==> src/rtl/rgb_stream_bridge.sv <==
// ============================================================================
//  Module      : rgb_stream_bridge
//  Description : Host Avalon-MM pixel writes -> framed Avalon-ST stream, and
//                returned depth stream -> auto-addressed on-chip memory writes.
//  Revision    : 1.0  initial release
// ============================================================================
`default_nettype none

module rgb_stream_bridge #(
  parameter int DATA_W      = 8,
  parameter int CHANNELS    = 3,
  parameter int LINE_LEN    = 320,
  parameter int FRAME_LINES = 240,
  parameter int FIFO_DEPTH  = 16,
  parameter int RES_W       = 8,
  parameter int RES_DEPTH   = 76800,
  parameter int RES_ADDR_W  = 17
) (
  input  logic                           reconfig_xcvr_clk,
  input  logic                           any_rstn,
  input  logic                           clear,
  // host pixel window
  input  logic                           mm_write,
  input  logic                           mm_chipselect,
  input  logic [31:0]                    mm_writedata,
  output logic                           mm_waitrequest,
  // pixel stream
  output logic [CHANNELS*DATA_W-1:0]     st_data,
  output logic                           st_valid,
  input  logic                           st_ready,
  output logic                           st_sop,
  output logic                           st_eop,
  output logic                           st_sof,
  output logic                           st_eof,
  output logic [$clog2(FIFO_DEPTH):0]    fifo_level,
  // result stream
  input  logic                           res_valid,
  input  logic [RES_W-1:0]               res_data,
  // result memory window
  output logic                           mem_write,
  output logic                           mem_chipselect,
  output logic                           mem_clken,
  output logic [RES_ADDR_W-1:0]          mem_address,
  output logic [31:0]                    mem_writedata,
  output logic [3:0]                     mem_byteenable,
  output logic                           res_frame_done
);

  localparam int c_pix_w = CHANNELS * DATA_W;
  localparam int c_aw    = $clog2(FIFO_DEPTH);
  localparam int c_col_w = (LINE_LEN > 1) ? $clog2(LINE_LEN) : 1;
  localparam int c_row_w = (FRAME_LINES > 1) ? $clog2(FRAME_LINES) : 1;

  localparam logic [c_aw:0]       c_full_level = (c_aw + 1)'(FIFO_DEPTH);
  localparam logic [c_col_w-1:0]  c_col_last   = c_col_w'(LINE_LEN - 1);
  localparam logic [c_row_w-1:0]  c_row_last   = c_row_w'(FRAME_LINES - 1);
  localparam logic [RES_ADDR_W-1:0] c_res_last = RES_ADDR_W'(RES_DEPTH - 1);

  // --------------------------------------------------------------------------
  // Reset synchroniser: asserts immediately, releases after two edges
  // --------------------------------------------------------------------------
  logic r_rst_r;
  logic r_rst_rr;
  logic w_rst;

  always_ff @(posedge reconfig_xcvr_clk or negedge any_rstn) begin
    if (!any_rstn) begin
      r_rst_r  <= 1'b0;
      r_rst_rr <= 1'b0;
    end else begin
      r_rst_r  <= 1'b1;
      r_rst_rr <= r_rst_r;
    end
  end

  assign w_rst = ~r_rst_rr;

  // --------------------------------------------------------------------------
  // Ingress FIFO
  // --------------------------------------------------------------------------
  logic [c_pix_w-1:0] r_fifo_mem [FIFO_DEPTH];
  logic [c_aw-1:0]    r_wr_ptr;
  logic [c_aw-1:0]    r_rd_ptr;
  logic [c_aw:0]      r_level;
  logic               w_full;
  logic               w_empty;
  logic               w_push;
  logic               w_pop;

  assign w_full         = (r_level == c_full_level);
  assign w_empty        = (r_level == '0);
  assign mm_waitrequest = w_rst | w_full | clear;
  assign w_push         = mm_write & mm_chipselect & ~mm_waitrequest;
  // clear wins over a pop offered in the same cycle
  assign w_pop          = ~w_empty & st_ready & ~clear;

  // Storage needs no reset: occupancy alone decides what is visible.
  always_ff @(posedge reconfig_xcvr_clk) begin
    if (w_push) begin
      r_fifo_mem[r_wr_ptr] <= mm_writedata[c_pix_w-1:0];
    end
  end

  always_ff @(posedge reconfig_xcvr_clk or negedge any_rstn) begin
    if (!any_rstn) begin
      r_wr_ptr <= '0;
      r_rd_ptr <= '0;
      r_level  <= '0;
    end else if (w_rst || clear) begin
      r_wr_ptr <= '0;
      r_rd_ptr <= '0;
      r_level  <= '0;
    end else begin
      if (w_push) begin
        r_wr_ptr <= r_wr_ptr + 1'b1;
      end
      if (w_pop) begin
        r_rd_ptr <= r_rd_ptr + 1'b1;
      end
      case ({w_push, w_pop})
        2'b10:   r_level <= r_level + 1'b1;
        2'b01:   r_level <= r_level - 1'b1;
        default: r_level <= r_level;
      endcase
    end
  end

  assign fifo_level = r_level;
  assign st_valid   = ~w_empty;
  assign st_data    = st_valid ? r_fifo_mem[r_rd_ptr] : '0;

  generate
    if (c_pix_w < 32) begin : g_pix_unused
      logic w_unused_hi;
      assign w_unused_hi = &{1'b0, mm_writedata[31:c_pix_w]};
    end
  endgenerate

  // --------------------------------------------------------------------------
  // Frame geometry, advanced only by accepted stream beats
  // --------------------------------------------------------------------------
  logic [c_col_w-1:0] r_col;
  logic [c_row_w-1:0] r_row;
  logic               w_col_last;
  logic               w_row_last;

  assign w_col_last = (r_col == c_col_last);
  assign w_row_last = (r_row == c_row_last);

  always_ff @(posedge reconfig_xcvr_clk or negedge any_rstn) begin
    if (!any_rstn) begin
      r_col <= '0;
      r_row <= '0;
    end else if (w_rst || clear) begin
      r_col <= '0;
      r_row <= '0;
    end else if (w_pop) begin
      if (w_col_last) begin
        r_col <= '0;
        r_row <= w_row_last ? '0 : r_row + 1'b1;
      end else begin
        r_col <= r_col + 1'b1;
      end
    end
  end

  assign st_sop = st_valid & (r_col == '0);
  assign st_eop = st_valid & w_col_last;
  assign st_sof = st_sop & (r_row == '0);
  assign st_eof = st_eop & w_row_last;

  // --------------------------------------------------------------------------
  // Result path: one register stage, address follows completed writes
  // --------------------------------------------------------------------------
  logic                  r_mem_write;
  logic [RES_W-1:0]      r_res_data;
  logic [RES_ADDR_W-1:0] r_res_addr;
  logic                  w_res_accept;
  logic                  w_addr_last;

  assign w_res_accept = res_valid & ~clear;
  assign w_addr_last  = (r_res_addr == c_res_last);

  always_ff @(posedge reconfig_xcvr_clk or negedge any_rstn) begin
    if (!any_rstn) begin
      r_mem_write <= 1'b0;
      r_res_data  <= '0;
      r_res_addr  <= '0;
    end else if (w_rst) begin
      r_mem_write <= 1'b0;
      r_res_data  <= '0;
      r_res_addr  <= '0;
    end else begin
      r_mem_write <= w_res_accept;
      if (w_res_accept) begin
        r_res_data <= res_data;
      end
      // a write already in the output register still lands at its own address
      if (clear) begin
        r_res_addr <= '0;
      end else if (r_mem_write) begin
        r_res_addr <= w_addr_last ? '0 : r_res_addr + 1'b1;
      end
    end
  end

  assign mem_write      = r_mem_write;
  assign mem_chipselect = r_mem_write;
  assign mem_clken      = r_mem_write;
  assign mem_address    = r_res_addr;
  assign mem_byteenable = 4'b0001;
  assign res_frame_done = r_mem_write & w_addr_last;

  generate
    if (RES_W < 32) begin : g_res_pad
      assign mem_writedata = {{(32 - RES_W){1'b0}}, r_res_data};
    end else begin : g_res_full
      assign mem_writedata = r_res_data[31:0];
    end
  endgenerate

endmodule

`default_nettype wire

==> config.mk <==
export PLATFORM = sky130hd
export DESIGN_NAME = rgb_stream_bridge
export DESIGN_NICKNAME = d
export VERILOG_FILES = /design/src/rtl/rgb_stream_bridge.sv
export SDC_FILE = /design/constraint.sdc
export NUM_CORES = 1
export LEC_CHECK = 0
export BUFFER_PORTS_ARGS = -buffer_cell sky130_fd_sc_hd__buf_4
export CAP_MARGIN = 20
export CORE_MARGIN = 2
export CORE_UTILIZATION = 35
export DETAILED_ROUTE_END_ITERATION = 10
export PLACE_DENSITY = 0.5
export RECOVER_POWER = 50
export SETUP_SLACK_MARGIN = 0.5
export SYNTH_ARGS = -nofsm -noshare
export SYNTH_HDL_FRONTEND = slang
export SYNTH_SLANG_ARGS = --single-unit
export TNS_END_PERCENT = 20
==> constraint.sdc <==
create_clock -name reconfig_xcvr_clk -period 11.3 [get_ports reconfig_xcvr_clk]
set_input_delay 2.26 -clock reconfig_xcvr_clk [delete_from_list [all_inputs] [get_ports reconfig_xcvr_clk]]
set_output_delay 2.26 -clock reconfig_xcvr_clk [all_outputs]
set_load 0.05 [all_outputs]
==> out/qor.txt, run 1 <==
RSZ-0062 raised after global routing = no
PortBufs = 102
Sequential cell area = 13000 sq um
Max Slew Vio Count = 59
Commonest non-fill, non-tap cell in the layout = edfxtp_1
Power Total = 0.00341 W
Status = finished with violations
Crit path time final = 5.67 ns
Num CTS Buffers = 48
Routability cong. = 0.754
Initial antenna violation count = 2
Starting density of the core = 35.3%
Overall die height = 231 um
Drt pass-1 iters = 4
Fmax = 176 MHz
Max clock buf depth = 3
R2R setup slack = 6.54 ns
Grt ovf = 0
Clock sinks = 442
Cell variety after synth = 60
GR Util met2 = 23.6%
GRT busiest layer = met2
Final hold vios = 0
P per Cell Area = 162 nW/um^2
Arrival time at the worst endpoint = 3.41 ns
Crit path required time = 9.04 ns
DR iter-0 viols = 647
Setup violators final = 0
Die Wd = 231 um
Tot GR Track Use = 15.1%
Syn Inst Count = 978
Place WS = 5.55 ns
Number of global-route vias before repair = 9443
Detailed-route DRC error count = 0
Routed WL = 39.4 mm
Failing checks = capacitance limit, slew limit
RR Endpoint = fifo_level[4]
Worst Hold Class = reg2reg
Max_cap viols = 2
Layout cells sized above 1 = 25.2%
Seq/Total Area, Yosys = 71.9%
M1 GR Usage = 21.5%
DRT antenna net count = 0
Largest net degree at the start of global routing = 59
Final critical-path setup slack = 5.63 ns
#FFs+latches synth = 442
Commonest non-fill, non-tap cells in the layout = edfxtp_1 (384), mux4_2 (96), buf_4 (91)
Worst setup SP type = flop
DR vias = 9132
Ys async rst share = 13.1%
CTS tree = done
DP HPWL = 20.5 mm
Buffers inserted by post-CTS timing repair = 0
Via density = 5.03
Worst hold slack = 0.349 ns
Peak VDD IR = 98.9 uV
Clk pin slew, worst setup/hold paths = 0.06 ns
Die ar. = 53400 sq um
Ports = 139
Main flop type after synthesis = edfxtp_1
Multi-input logic area = 4700 sq um
Routed len/inst = 21.7 um
Min-delay src = r_rst_r
Fillers = 4592
CP Max Fanout = 56
Final #Nets = 1160
Critical path class = reg2out
Number of diodes = 0
Synth Cell Area = 18100 sq um
Synthesis warning total = 0
Slew HR = -120%
Critical path endpoint category = output port
Reg2Reg Depth = 11
Area Growth Syn to Fin = 16.7%
Average footprint of a synthesized cell = 18.5 sq um
Slew at the pin with the worst max-slew slack = 3.30 ns
Hold Crit Depth = 0
Layout Skew = 0.0223 ns
EDFF count, synth = 384
CTS resizes = 0
Clock root cell = clkbuf_16
GR Util met3 = 3.05%
Core area = 51200 sq um
Sum Neg Setup Slack = 0 ns
WHS Endpoint = r_rst_rr
Htree depth = 2
First-pass GRT wire length = 59.8 mm
Floorplan row count = 83
Final cycle utilization of the critical path = 50.2%
Hold Buf Count CTS = 0
Reg2reg start = fifo_level[1]
Worst-Skew Late Latency = 0.57 ns
Leakage = 6.88 nW
## logic make-up (layout without fill, tap and decap cells)
logic type,after synthesis,after routing,synth area share (%)
AOI/OAI and AO/OA,81,81,3.00
other,2,29,0.0416
buffers and inverters,99,230,2.98
DFF,442,442,71.9
and+or+nand+nor,161,161,4.72
xor gates and xnor gates,24,24,1.16
adders and majority gates,14,14,0.970
muxes,155,155,15.2
## final cells by class
| cell class | instances | area share, % |
|---|---|---|
| Sequential cell | 442 | 61.7 |
| Inverter | 20 | 0.362 |
| Tap cell | 680 | 4.04 |
| Timing Repair Buffer | 123 | 4.34 |
| Clock buffer | 61 | 6.03 |
| Clock inverter | 26 | 1.24 |
| Multi-Input combinational cell | 464 | 22.3 |
## critical path, stage by stage (launching register included)
cell	delay (ns)
dfrtp_4	0.84
buf_4	0.82
mux4_2	0.37
mux2i_1	0.08
o22ai_1	0.37
buf_4	0.27
## flip-flops by register name, summed over array words and instances (netlist names)
| register | flops |
|---|---|
| r_wr_ptr | 4 |
| r_rd_ptr | 4 |
| mem_chipselect | 1 |
| r_rst_r | 1 |
| r_res_data | 8 |
| r_col | 9 |
| r_fifo_mem | 384 |
| mem_address | 17 |
| r_rst_rr | 1 |
| r_row | 8 |
| fifo_level | 5 |
## report_power, final
| group | switching [W] | internal [W] |
|---|---|---|
| combinational | 0.0000680 | 0.0000162 |
| sequential | 0.00000287 | 0.00178 |
| clock | 0.000631 | 0.000910 |
## stage by stage
stage	cell area (sq um)	utilization (%)	instances
2_1_floorplan	18200	-	1005
3_3_place_gp	19500	38.2	1724
3_5_place_dp	19500	38.2	1724
4_1_cts	21100	41.1	1811
5_1_grt	21100	41.1	1816
6_report	21100	41.1	1816
## cell usage after synthesis (all sizes together), types with 12 or more instances
library cell,n,share of area [%]
a21oi,13,0.38
buf,55,2.0
clkbuf,24,0.50
dfrtp,58,8.0
edfxtp,384,64
ha,14,0.97
inv,20,0.44
mux2i,59,3.3
mux4,96,12
nand2,26,0.58
nand3,17,0.50
nor2,41,0.85
nor3,12,0.33
o21ai,21,0.64
o22ai,24,0.83
xor2,17,0.82
## worst max path at each step
stage	start	end	slack (ns)	cells past startpoint
6_report	r_rd_ptr[1]	st_data[17]	5.63	5
3_3_place_gp	r_rd_ptr[0]	st_data[6]	5.53	5
4_1_cts	r_rd_ptr[0]	st_data[6]	4.91	5
3_5_place_dp	r_rd_ptr[0]	st_data[6]	5.55	5
5_1_grt	any_rstn	r_rd_ptr[1]	5.41	1
2_1_floorplan	clear	r_fifo_mem[0][0]	5.41	5
## per-layer routing
| metal | vias up | routed length [um] | part of all wire [%] |
|---|---|---|---|
| met3 | 60 | 1760 | 4.5 |
| met2 | 189 | 18600 | 47 |
| met1 | 4788 | 18300 | 47 |
| met4 | 4 | 700 | 1.8 |
| met5 | - | 17 | 0.043 |
| li1 | 4091 | - | - |
No activity file was read; power rests on OpenSTA's default activity.
==> run 2: changes to the inputs <==
==> constraint.sdc (replaced) <==
create_clock -name reconfig_xcvr_clk -period 5.7 [get_ports reconfig_xcvr_clk]
set_input_delay 1.14 -clock reconfig_xcvr_clk [delete_from_list [all_inputs] [get_ports reconfig_xcvr_clk]]
set_output_delay 1.14 -clock reconfig_xcvr_clk [all_outputs]
set_load 0.05 [all_outputs]
==> run 2 against run 1 <==
  * The flow still finishes with violations (capacitance limit, slew limit)
  * Final cell count rose by 0.33%
  * Critical path depth up 2
  * Via count is 0.42% higher
  * Combinational power is 98% higher
  * Power up 100%
  * Cell area rose by 0.41%
  * Sequential share of layout area shrank 0.25 points
  * Critical path type unchanged
  * Highest routed layer is now met4
==> out/qor.txt, run 2 (same netlist as run 1, synthesis figures left out) <==
Buffers inserted by post-CTS timing repair = 0 (unchanged)
Grt ovf = 0 (unchanged)
Layout cells sized above 1 = 25.7% (was 25.2%)
Slew HR = -113% (was -120%)
Max_cap viols = 1 (was 2)
P per Cell Area = 321 nW/um^2 (was 162 nW/um^2)
Max Slew Vio Count = 59 (unchanged)
Critical path class = reg2out (unchanged)
Layout Skew = 0.0188 ns (was 0.0223 ns)
Status = finished with violations (unchanged)
Tot GR Track Use = 15.0% (was 15.1%)
Routed WL = 39.5 mm (was 39.4 mm)
Final hold vios = 0 (unchanged)
Worst-Skew Late Latency = 0.57 ns (about the same)
Clock sinks = 442 (unchanged)
Floorplan row count = 83 (unchanged)
Clk pin slew, worst setup/hold paths = 0.06 ns (about the same)
Area Growth Syn to Fin = 17.1% (was 16.7%)
Commonest non-fill, non-tap cells in the layout = edfxtp_1 (384), mux4_2 (96), buf_4 (92) (was edfxtp_1 (384), mux4_2 (96), buf_4 (91))
Leakage = 6.93 nW (was 6.88 nW)
Worst Hold Class = reg2reg (unchanged)
Detailed-route DRC error count = 0 (unchanged)
Starting density of the core = 35.3% (unchanged)
Max clock buf depth = 3 (unchanged)
Sum Neg Setup Slack = 0 ns (unchanged)
Hold Buf Count CTS = 0 (unchanged)
Fillers = 4585 (was 4592)
Max reg flops = 384 (unchanged)
CP Max Fanout = 15 (was 56)
Htree depth = 2 (unchanged)
First-pass GRT wire length = 59.9 mm (was 59.8 mm)
CTS resizes = 0 (unchanged)
Setup violators final = 0 (unchanged)
DP HPWL = 21.7 mm (was 20.5 mm)
Largest net degree at the start of global routing = 59 (unchanged)
Num CTS Buffers = 48 (unchanged)
Die ar. = 53400 sq um (unchanged)
Ports = 139 (unchanged)
Routability cong. = 0.739 (was 0.754)
Worst hold slack = 0.356 ns (was 0.349 ns)
Final cycle utilization of the critical path = 82.6%
Clock root cell = clkbuf_16 (unchanged)
Number of diodes = 0 (unchanged)
Crit path required time = 4.56 ns (was 9.04 ns)
RSZ-0062 raised after global routing = no (unchanged)
Routed len/inst = 21.7 um (about the same)
Peak VDD IR = 219 uV (was 98.9 uV)
DRT antenna net count = 0 (unchanged)
Commonest non-fill, non-tap cell in the layout = edfxtp_1 (unchanged)
Initial antenna violation count = 0 (was 2)
Arrival time at the worst endpoint = 3.57 ns (was 3.41 ns)
DR vias = 9170 (was 9132)
DR iter-0 viols = 667 (was 647)
Top reg by flops = r_fifo_mem (unchanged)
Core area = 51200 sq um (unchanged)
Critical path endpoint category = output port (unchanged)
PortBufs = 102 (unchanged)
Die Wd = 231 um (unchanged)
Via density = 5.03 (about the same)
Slew at the pin with the worst max-slew slack = 3.19 ns (was 3.30 ns)
Final #Nets = 1164 (was 1160)
CTS tree = done (unchanged)
Drt pass-1 iters = 4 (unchanged)
Failing checks = capacitance limit, slew limit (unchanged)
Fmax = 212 MHz
Number of global-route vias before repair = 9514 (was 9443)
Overall die height = 231 um (unchanged)
Worst setup SP type = flop (unchanged)
Crit path time final = 4.71 ns
run 2: worst max-delay path: stages (launching register included):
cell     delay (ns)
dfrtp_1        0.48
or4_1          0.59
nor2_1         0.20
inv_1          0.16
nand2_1        0.76
buf_4          0.38
o22ai_1        0.16
buf_4          0.26
run 2: worst paths after layout:
kind,from,to,slack [ns],cells past startpoint
worst max-delay path,fifo_level[1],st_data[4],0.99,7
worst min-delay path,r_rst_r,r_rst_rr,0.36,0
worst max register to register,fifo_level[1],fifo_level[4],1.00,11
worst min register to register,r_rst_r,r_rst_rr,0.36,0
max in group asynchronous,any_rstn,r_rd_ptr[3],1.84,1
min in group asynchronous,any_rstn,fifo_level[0],1.61,1
run 2: stage by stage:
step	setup slack, ns	util, %	cell area [sq um]	std cells	total power (W)
after global routing	0.639	41.3	21200	1822	0.00701
after detailed placement	1.46	38.4	19600	1730	0.00378
after CTS	0.832	41.4	21200	1819	0.00689
after floorplan	0.933	-	18200	1005	0.00371
after global placement	1.46	38.3	19600	1727	0.00377
final	0.992	41.3	21200	1822	0.00680
run 2: area by class of cell:
| type | count | area, sq um | share of cell area (%) |
|---|---|---|---|
| Sequential cell | 442 | 13000 | 61.4 |
| Tap cell | 680 | 851 | 4.02 |
| Timing Repair Buffer | 127 | 975 | 4.61 |
| Multi-Input combinational cell | 464 | 4690 | 22.2 |
| Clock inverter | 30 | 304 | 1.44 |
| Clock buffer | 59 | 1260 | 5.97 |
| Inverter | 20 | 76.3 | 0.361 |
run 2: layer usage:
layer	wire length, um	global-route usage (%)
met5	0	0
met4	796	4.66
met3	1600	2.40
met2	18800	23.5
met1	18400	21.7
run 2: power by group:
group	internal, W	switching, W
registers	0.00353	0.00000606
logic	0.0000322	0.000135
clock network	0.00185	0.00125
total	0.00541	0.00139
